File: config.mk
export PLATFORM = sky130hd
export DESIGN_NAME = rom_uploader
export DESIGN_NICKNAME = d
export VERILOG_FILES = /design/src/rtl/rom_uploader.sv
export SDC_FILE = /design/constraint.sdc
export NUM_CORES = 1
export LEC_CHECK = 0
export CORE_ASPECT_RATIO = 1.25
export CORE_MARGIN = 2
export CORE_UTILIZATION = 47
export DETAILED_ROUTE_END_ITERATION = 6
export GPL_TIMING_DRIVEN = 0
export PLACE_DENSITY = 0.77
export SYNTH_ARGS = -nofsm -noshare
export SYNTH_HDL_FRONTEND = slang
export SYNTH_SLANG_ARGS = --single-unit
File: constraint.sdc
create_clock -name clk_sys_131_072 -period 2.1 [get_ports clk_sys_131_072]
set_clock_uncertainty 0.15 [all_clocks]
set_input_delay 0.63 -clock clk_sys_131_072 [delete_from_list [all_inputs] [get_ports clk_sys_131_072]]
set_output_delay 0.63 -clock clk_sys_131_072 [all_outputs]
set_load 0.02 [all_outputs]
File: src/rtl/rom_uploader.sv
// rom_uploader: responder side of the host ioctl upload path.
// Serves single-word host reads from the 8-bit internal ROM.
// The returned 16-bit word puts the lower ROM byte in the high half, which
// mirrors the download path's byte flip. An uploaded image is therefore
// byte-identical to the file that was downloaded.
// The ROM read port is shared with the CPU. mem_busy refuses a request in
// any cycle the CPU owns the port, and the FSM holds until the port is free.
module rom_uploader #(
  parameter int          ADDR_WIDTH = 12,
  parameter int          MEM_SIZE   = 4096,
  parameter logic [15:0] FILL_WORD  = 16'hFFFF
) (
  input  logic                  clk_sys_131_072,
  input  logic                  reset,
  input  logic                  ioctl_upload,
  input  logic                  ioctl_rd,
  input  logic [24:0]           ioctl_addr,
  output logic [15:0]           ioctl_din,
  output logic                  ioctl_wait,
  output logic                  mem_rd,
  output logic [ADDR_WIDTH-1:0] mem_addr,
  input  logic [7:0]            mem_data,
  input  logic                  mem_busy,
  output logic                  rd_overrun
);

  typedef enum logic [2:0] {
    IDLE,
    REQ_HI,
    REQ_LO,
    CAP_LO,
    DONE
  } state_t;

  // The range check uses the full host address, so words above the ROM
  // report FILL_WORD and do not alias into it.
  localparam logic [24:0] MEM_LIMIT = 25'(MEM_SIZE);

  state_t                state_q, state_d;
  logic [ADDR_WIDTH-1:0] addr_q, addr_d;
  logic [7:0]            hi_q, hi_d;
  logic                  hi_valid_q, hi_valid_d;
  logic                  upload_q;

  logic [15:0]           din_d;
  logic                  wait_d;
  logic                  mem_rd_d;
  logic [ADDR_WIDTH-1:0] mem_addr_d;
  logic                  overrun_d;
  logic [24:0]           req_addr;
  logic                  unused_addr_lsb;

  // The host addresses words, so bit 0 of its byte address carries no meaning.
  assign unused_addr_lsb = ioctl_addr[0];
  assign req_addr        = {ioctl_addr[24:1], 1'b0};

  // Register the state and every output, so that nothing combinational reaches a port.
  always_ff @(posedge clk_sys_131_072) begin
    if (reset) begin
      state_q    <= IDLE;
      addr_q     <= '0;
      hi_q       <= '0;
      hi_valid_q <= 1'b0;
      upload_q   <= 1'b0;
      ioctl_din  <= '0;
      ioctl_wait <= 1'b0;
      mem_rd     <= 1'b0;
      mem_addr   <= '0;
      rd_overrun <= 1'b0;
    end else begin
      state_q    <= state_d;
      addr_q     <= addr_d;
      hi_q       <= hi_d;
      hi_valid_q <= hi_valid_d;
      upload_q   <= ioctl_upload;
      ioctl_din  <= din_d;
      ioctl_wait <= wait_d;
      mem_rd     <= mem_rd_d;
      mem_addr   <= mem_addr_d;
      rd_overrun <= overrun_d;
    end
  end

  // Next-state and next-output logic. Each register holds its value unless a
  // state says otherwise.
  always_comb begin
    state_d    = state_q;
    addr_d     = addr_q;
    hi_d       = hi_q;
    hi_valid_d = hi_valid_q;
    din_d      = ioctl_din;
    wait_d     = ioctl_wait;
    mem_rd_d   = mem_rd;
    mem_addr_d = mem_addr;
    overrun_d  = rd_overrun;

    // A new session starts with a clean overrun flag. A pulse that arrives
    // while a word is in flight is dropped but recorded. The overrun set has
    // priority over the session clear.
    if (ioctl_upload && !upload_q) begin
      overrun_d = 1'b0;
    end
    if ((state_q != IDLE) && ioctl_upload && ioctl_rd) begin
      overrun_d = 1'b1;
    end

    if ((state_q != IDLE) && !ioctl_upload) begin
      // The session has closed under us. Release the ROM port and the host,
      // and keep the last delivered word.
      state_d  = IDLE;
      mem_rd_d = 1'b0;
      wait_d   = 1'b0;
    end else begin
      case (state_q)
        IDLE: begin
          if (ioctl_upload && ioctl_rd) begin
            wait_d = 1'b1;
            addr_d = req_addr[ADDR_WIDTH-1:0];
            if (req_addr >= MEM_LIMIT) begin
              state_d = DONE;
            end else begin
              state_d    = REQ_HI;
              mem_rd_d   = 1'b1;
              mem_addr_d = req_addr[ADDR_WIDTH-1:0];
            end
          end
        end

        REQ_HI: begin
          if (!mem_busy) begin
            state_d    = REQ_LO;
            hi_valid_d = 1'b0;
            mem_addr_d = {addr_q[ADDR_WIDTH-1:1], 1'b1};
          end
        end

        REQ_LO: begin
          // The high byte is valid only on the first cycle after its
          // request was accepted. Later stall cycles carry CPU data.
          if (!hi_valid_q) begin
            hi_d       = mem_data;
            hi_valid_d = 1'b1;
          end
          if (!mem_busy) begin
            state_d  = CAP_LO;
            mem_rd_d = 1'b0;
          end
        end

        CAP_LO: begin
          din_d   = {hi_q, mem_data};
          wait_d  = 1'b0;
          state_d = IDLE;
        end

        DONE: begin
          din_d   = FILL_WORD;
          wait_d  = 1'b0;
          state_d = IDLE;
        end

        default: begin
          state_d  = IDLE;
          mem_rd_d = 1'b0;
          wait_d   = 1'b0;
        end
      endcase
    end
  end

endmodule

* Yosys cells after proc, flatten, opt, wreduce, memory -nomap -nowiden
Cells that the tools add are included.
W data, S select, Z words.
** Storage, ports and cells
- Output and inout bits :: 31
- Register bits :: 55
- Bits of input ports :: 38
** Cells by class
- Bitwise logic cells :: 4
- Eq/ne operators :: 8
- Muxes and demuxes :: 19
- Magnitude comparators :: 1
- Reduce and logical (&&, ||, !) cells :: 24
** Operators by type and width (number)
- $mux W12 :: 3
- $pmux W16 S2 :: 1
- $ge A25 B13 Y1 const B :: 1
- $pmux W12 S2 :: 1
- $mux W3 :: 4
- $reduce_and A3 Y1 :: 4
- $pmux W3 S3 :: 1
- $ne A2 B2 Y1 const B :: 4
- $reduce_bool A2 Y1 :: 4
- $eq A3 B2 Y1 const B :: 2
- $mux W1 :: 6
- $logic_and A1 B1 Y1 :: 5
- $reduce_and A5 Y1 :: 1
- $not A1 Y1 :: 4
- $pmux W1 S2 :: 2
- $reduce_and A2 Y1 :: 2
- $reduce_and A4 Y1 :: 1
- $reduce_or A2 Y1 :: 2
- $eq A3 B1 Y1 const B :: 1
- $eq A3 B3 Y1 const B :: 1
- $logic_not A3 Y1 :: 1
- $pmux W1 S3 :: 1
- $reduce_bool A3 Y1 :: 1
- $reduce_or A3 Y1 :: 1
- $logic_not A1 Y1 :: 2

* Longest topological paths before layout
- Word-level depth :: 4
- Mapped depth :: 6
- Mapped depth without buffers :: 4

* Worst setup path after synthesis
Ideal clock, no wire load.
- Kind :: input -> register
- Start point :: input ioctl_upload
- End point :: register mem_addr[10]
- Setup slack :: 0.079 ns
- Data arrival time :: 1.784 ns
- Stages :: 6
- Library setup time :: 0.086 ns
- Required time :: 1.864 ns
- Path through :: buf_4 -> nand2b_1 -> a2111o_1 -> a21o_1 -> buf_6 -> a221oi_2
** Between the ends
- Longest elaborated chain between the ends :: 4
- Elaborated cells on any way between the ends :: 6
** Ends and longest elaborated chain
- from (decl) :: RTL line 15 : input logic ioctl_upload,
- parallel branches: the longest is 3 deep, another holds $ne A2 B2 Y1
- $reduce_and A5 Y1 (no source line) *
- to (signal assigned) :: RTL line 79 : mem_addr <= mem_addr_d;
- to (decl) :: RTL line 21 : output logic [ADDR_WIDTH-1:0] mem_addr,
Every way passes the cells marked *.
A chain may end at the register's enable or synchronous reset.

* Worst setup path in the final report
- Start point :: input mem_busy
- End point :: register mem_addr[11]
** Between the ends
- Longest elaborated chain between the ends :: 2
** Ends and longest elaborated chain
- from (decl) :: RTL line 23 : input logic mem_busy,
- $ne A2 B2 Y1 (no source line)
- $reduce_and A5 Y1 (no source line)
No other way between the ends.

==> flow_summary.yaml <==
run_status:
  status: "completed"
synth:
  synth_nets: 316
  ys_types: 35
  synthXorXnorAreaFrac_pct: 0
  ys_top_cells_by_area: "dfxtp_1 46%, nor2_1 7.3%, a221oi_2 5.7%, a211oi_1 4.7%, nor3_1 4.2%"
  syn_area_per_cell_um2: 8.538
  yosysSeqAreaShare_pct: 46.39
  yosys_register_bits: 55
  synth_fa_ha_area_share_pct: 0
  synth_top_family_by_area: "simple AND/OR/NAND/NOR gates"
  syn_inst: 278
  synth_warnings: 0
  yosysTopAreaCell: "dfxtp_1"
  synth_top_area_share_pct: 46.39
  muxShareOfSynthArea_pct: 3.374
  yosys.area_share.simple_pct: 22.83
  synth_compound_area_share_pct: 20.35
  synthesis.area_um2: 2374
power:
  peakVddDrop_mv: 0.5460
  swShare_pct: 35.96
  comb_power_share_pct: 41.4
  p_int_mw: 2.221
  p_seq_share_pct: 38.0
  power_switching_mw: 1.247
  power_leakage_nw: 1.330
  power.density_nw_per_um2: 1037
  clock_power_share_pct: 20.6
floorplan:
  dieArea_um2: 5638
  rows: 28
  start_util_pct: 49.45
  io_pins: 69
  die_height_um: 83.45
  fp.dieW_um: 67.56
  core-area_um2: 4800
cells_and_area:
  nFillCells: 410
  area_delta_synth_final_pct: 40.96
  antenna_cells: 0
  drive_gt1_share_pct: 11.86
  fin_cells: 414
  nNetsFinal: 391
  stdcell_area_um2: 3346
worst_setup_path:
  slowest_stage: "a2111o_1"
  worst_path_largest_cell_delay_ps: 490
  crit_type: "in -> reg"
  worstPathBufferInverterCount: 2
  cp.arrival_ps: 2100
  crit_family: "compound AO/OA/AOI/OAI gates"
  path_cells: "dlygate4sd2_1, a2111o_1, buf_2, a211oi_1, a221oi_4"
  start_kind: "input pin"
  crit_path_end_kind: "flop"
  cp.required_ps: 2130
  cp_max_fo: 10
detailed_routing:
  wl_per_cell_um: 14.87
  drt_pass1_iterations: 4
  drtIter0Drc: 117
  via_per_inst: 5.408
  drc: 0
  routed_wl_um: 6155
  vias: 2239
  ant_nets: 0
placed_design:
  place_ws_ps: -503.1
  place_hpwl_um: 4276
  placed_cell_area_um2: 3099
  placed_cells: 403
  io_buffers: 65
  place_congestion: 0.8899
clocking:
  cts_max_level: 2
  numCtsBuffers: 5
  clock-root-buffer: "clkbuf_8"
  insertion_delay_ps: 310
  clock_sinks: 55
  cts_max_path_buffers: 2
  cts_tree: "yes"
  clk_pin_slew_ps: 100
job:
  cap_violations: 0
timing:
  worst_pin_slew_ps: 754.6
  hold_viol_final: 0
  layout_setup_ws_ps: 27.61
  rsz0062_at_grt: "true"
  period_share_pct: 98.69
  setup_viol: 0
  max_freq_mhz: 482.5
  drv_slew: 0
  max_slew_margin_pct: 49.69
  period_needed_ps: 2072
global_route:
  track_usage_pct: 22.32
  antenna_found_initial: 0
  grt_pass1_vias: 2122
  grt_max_degree: 18
  grt_overflow: 0
  grt_pass1_wl_um: 9784
min_path:
  worstHoldPathType: "reg -> reg"
[stage by stage]
step	TNS, ps	hold WS, ps	utilization, %	power [mW]
6_report	0	308.1	69.71	3.468
5_1_grt	-167.2	326.1	69.71	3.652
4_1_cts	0	311.6	68.48	3.433
3_5_place_dp	-7405	295.7	64.57	2.661
3_3_place_gp	-6622	292.5	64.57	2.636
2_1_floorplan	0	287.2	-	2.175
[layer usage]
layer | part of all wire, % | global-route usage (%) | vias up
li1 | - | - | 1111
met1 | 39 | 26.39 | 1044
met2 | 53 | 38.68 | 73
met3 | 6.9 | 5.533 | 11
met4 | 1.4 | 6.494 | 0
met5 | 0 | 0 | -
[final cells by class]
class / count / area (µm²) / share of cell area, %
plain buffers: 21 / 110.1 / 3.291
clock buffers: 6 / 72.57 / 2.169
clock inverters: 2 / 38.79 / 1.159
inverters: 17 / 63.81 / 1.907
multi-input cells: 185 / 1180 / 35.27
flip-flops and latches: 55 / 1101 / 32.91
well taps: 60 / 75.07 / 2.244
repair buffers: 68 / 704.4 / 21.05
[worst paths after layout]
kind,start,depth (start not counted),slack [ps],to
min reg2reg,addr_q[10]$_SDFFE_PP0P_,2,310,addr_q[10]$_SDFFE_PP0P_
min,addr_q[10]$_SDFFE_PP0P_,2,310,addr_q[10]$_SDFFE_PP0P_
max,mem_busy,5,30,mem_addr[11]$_SDFFE_PP0P_
max reg2reg,state_q[1]$_SDFFE_PP0P_,6,70,mem_addr[11]$_SDFFE_PP0P_
[cell usage after synthesis (all sizes together)]
cell type,n
a2111o,1
a211o,1
a211oi,15
a21o,2
a21oi,18
a221oi,12
a2bb2oi,1
and3b,1
buf,11
clkbuf,10
dfxtp,55
inv,17
mux2i,8
nand2,24
nand2b,1
nand3,4
nand3b,3
nand4,1
nor2,46
nor2b,12
nor3,20
nor3b,1
nor4,2
o21a,1
o21ai,5
o22ai,1
o2bb2ai,1
o311ai,1
o31ai,1
or3,1
or3b,1
[cells in the final DEF (no fill, tap or decap), types with 2 or more instances in the layout]
cell,instances
a21oi_1,17
clkdlybuf4s50_1,53
nor2_1,46
nor2b_1,12
clkbuf_1,11
inv_1,17
buf_2,7
dlygate4sd2_1,6
o21ai_0,5
nand2_1,24
a211oi_2,2
nand3_1,3
dlymetal6s2s_1,6
mux2i_1,8
nor3_2,2
a211oi_1,13
buf_4,4
nor4_2,2
nor3_1,18
dfxtp_1,55
clkbuf_8,5
nand3b_1,3
a221oi_2,10
[cell families (layout without fill, tap and decap cells)]
logic type | Yosys count | count (layout)
simple gates | 117 | 117
buf+inv | 38 | 114
flops | 55 | 55
compound gates | 60 | 60
mux | 8 | 8
[registers in the layout, indices dropped and copies added (netlist names)]
register,flops
ioctl_din,16
mem_addr,12
addr_q,11
hi_q,8
state_q,3
hi_valid_q,1
ioctl_wait,1
mem_rd,1
rd_overrun,1
upload_q,1
[tightest hold or removal path, stage by stage, from the launching register on]
cell,delay (ps)
dfxtp_1,320
nand2_1,50
a21oi_1,50
[timing repair]
| item | in CTS | in global routing |
|---|---|---|
| hold buffers | 0 | 0 |
| setup endpoints to repair | 13 | 27 |
| hold endpoints to repair | 0 | 0 |
| gates cloned | 1 | 0 |
| pin swaps | 8 | 11 |
| buffers inserted | 2 | 0 |
| resized for setup | 15 | 13 |
[power groups by stage]
stage	Sequential [mW]	Clock (mW)	Combinational, mW
after floorplan	1.49	0	0.688
after global placement	1.34	0	1.30
after detailed placement	1.34	0	1.32
after CTS	1.32	0.717	1.40
after global routing	1.34	0.760	1.55
final	1.32	0.716	1.43
(Power assumes the default switching activity.)
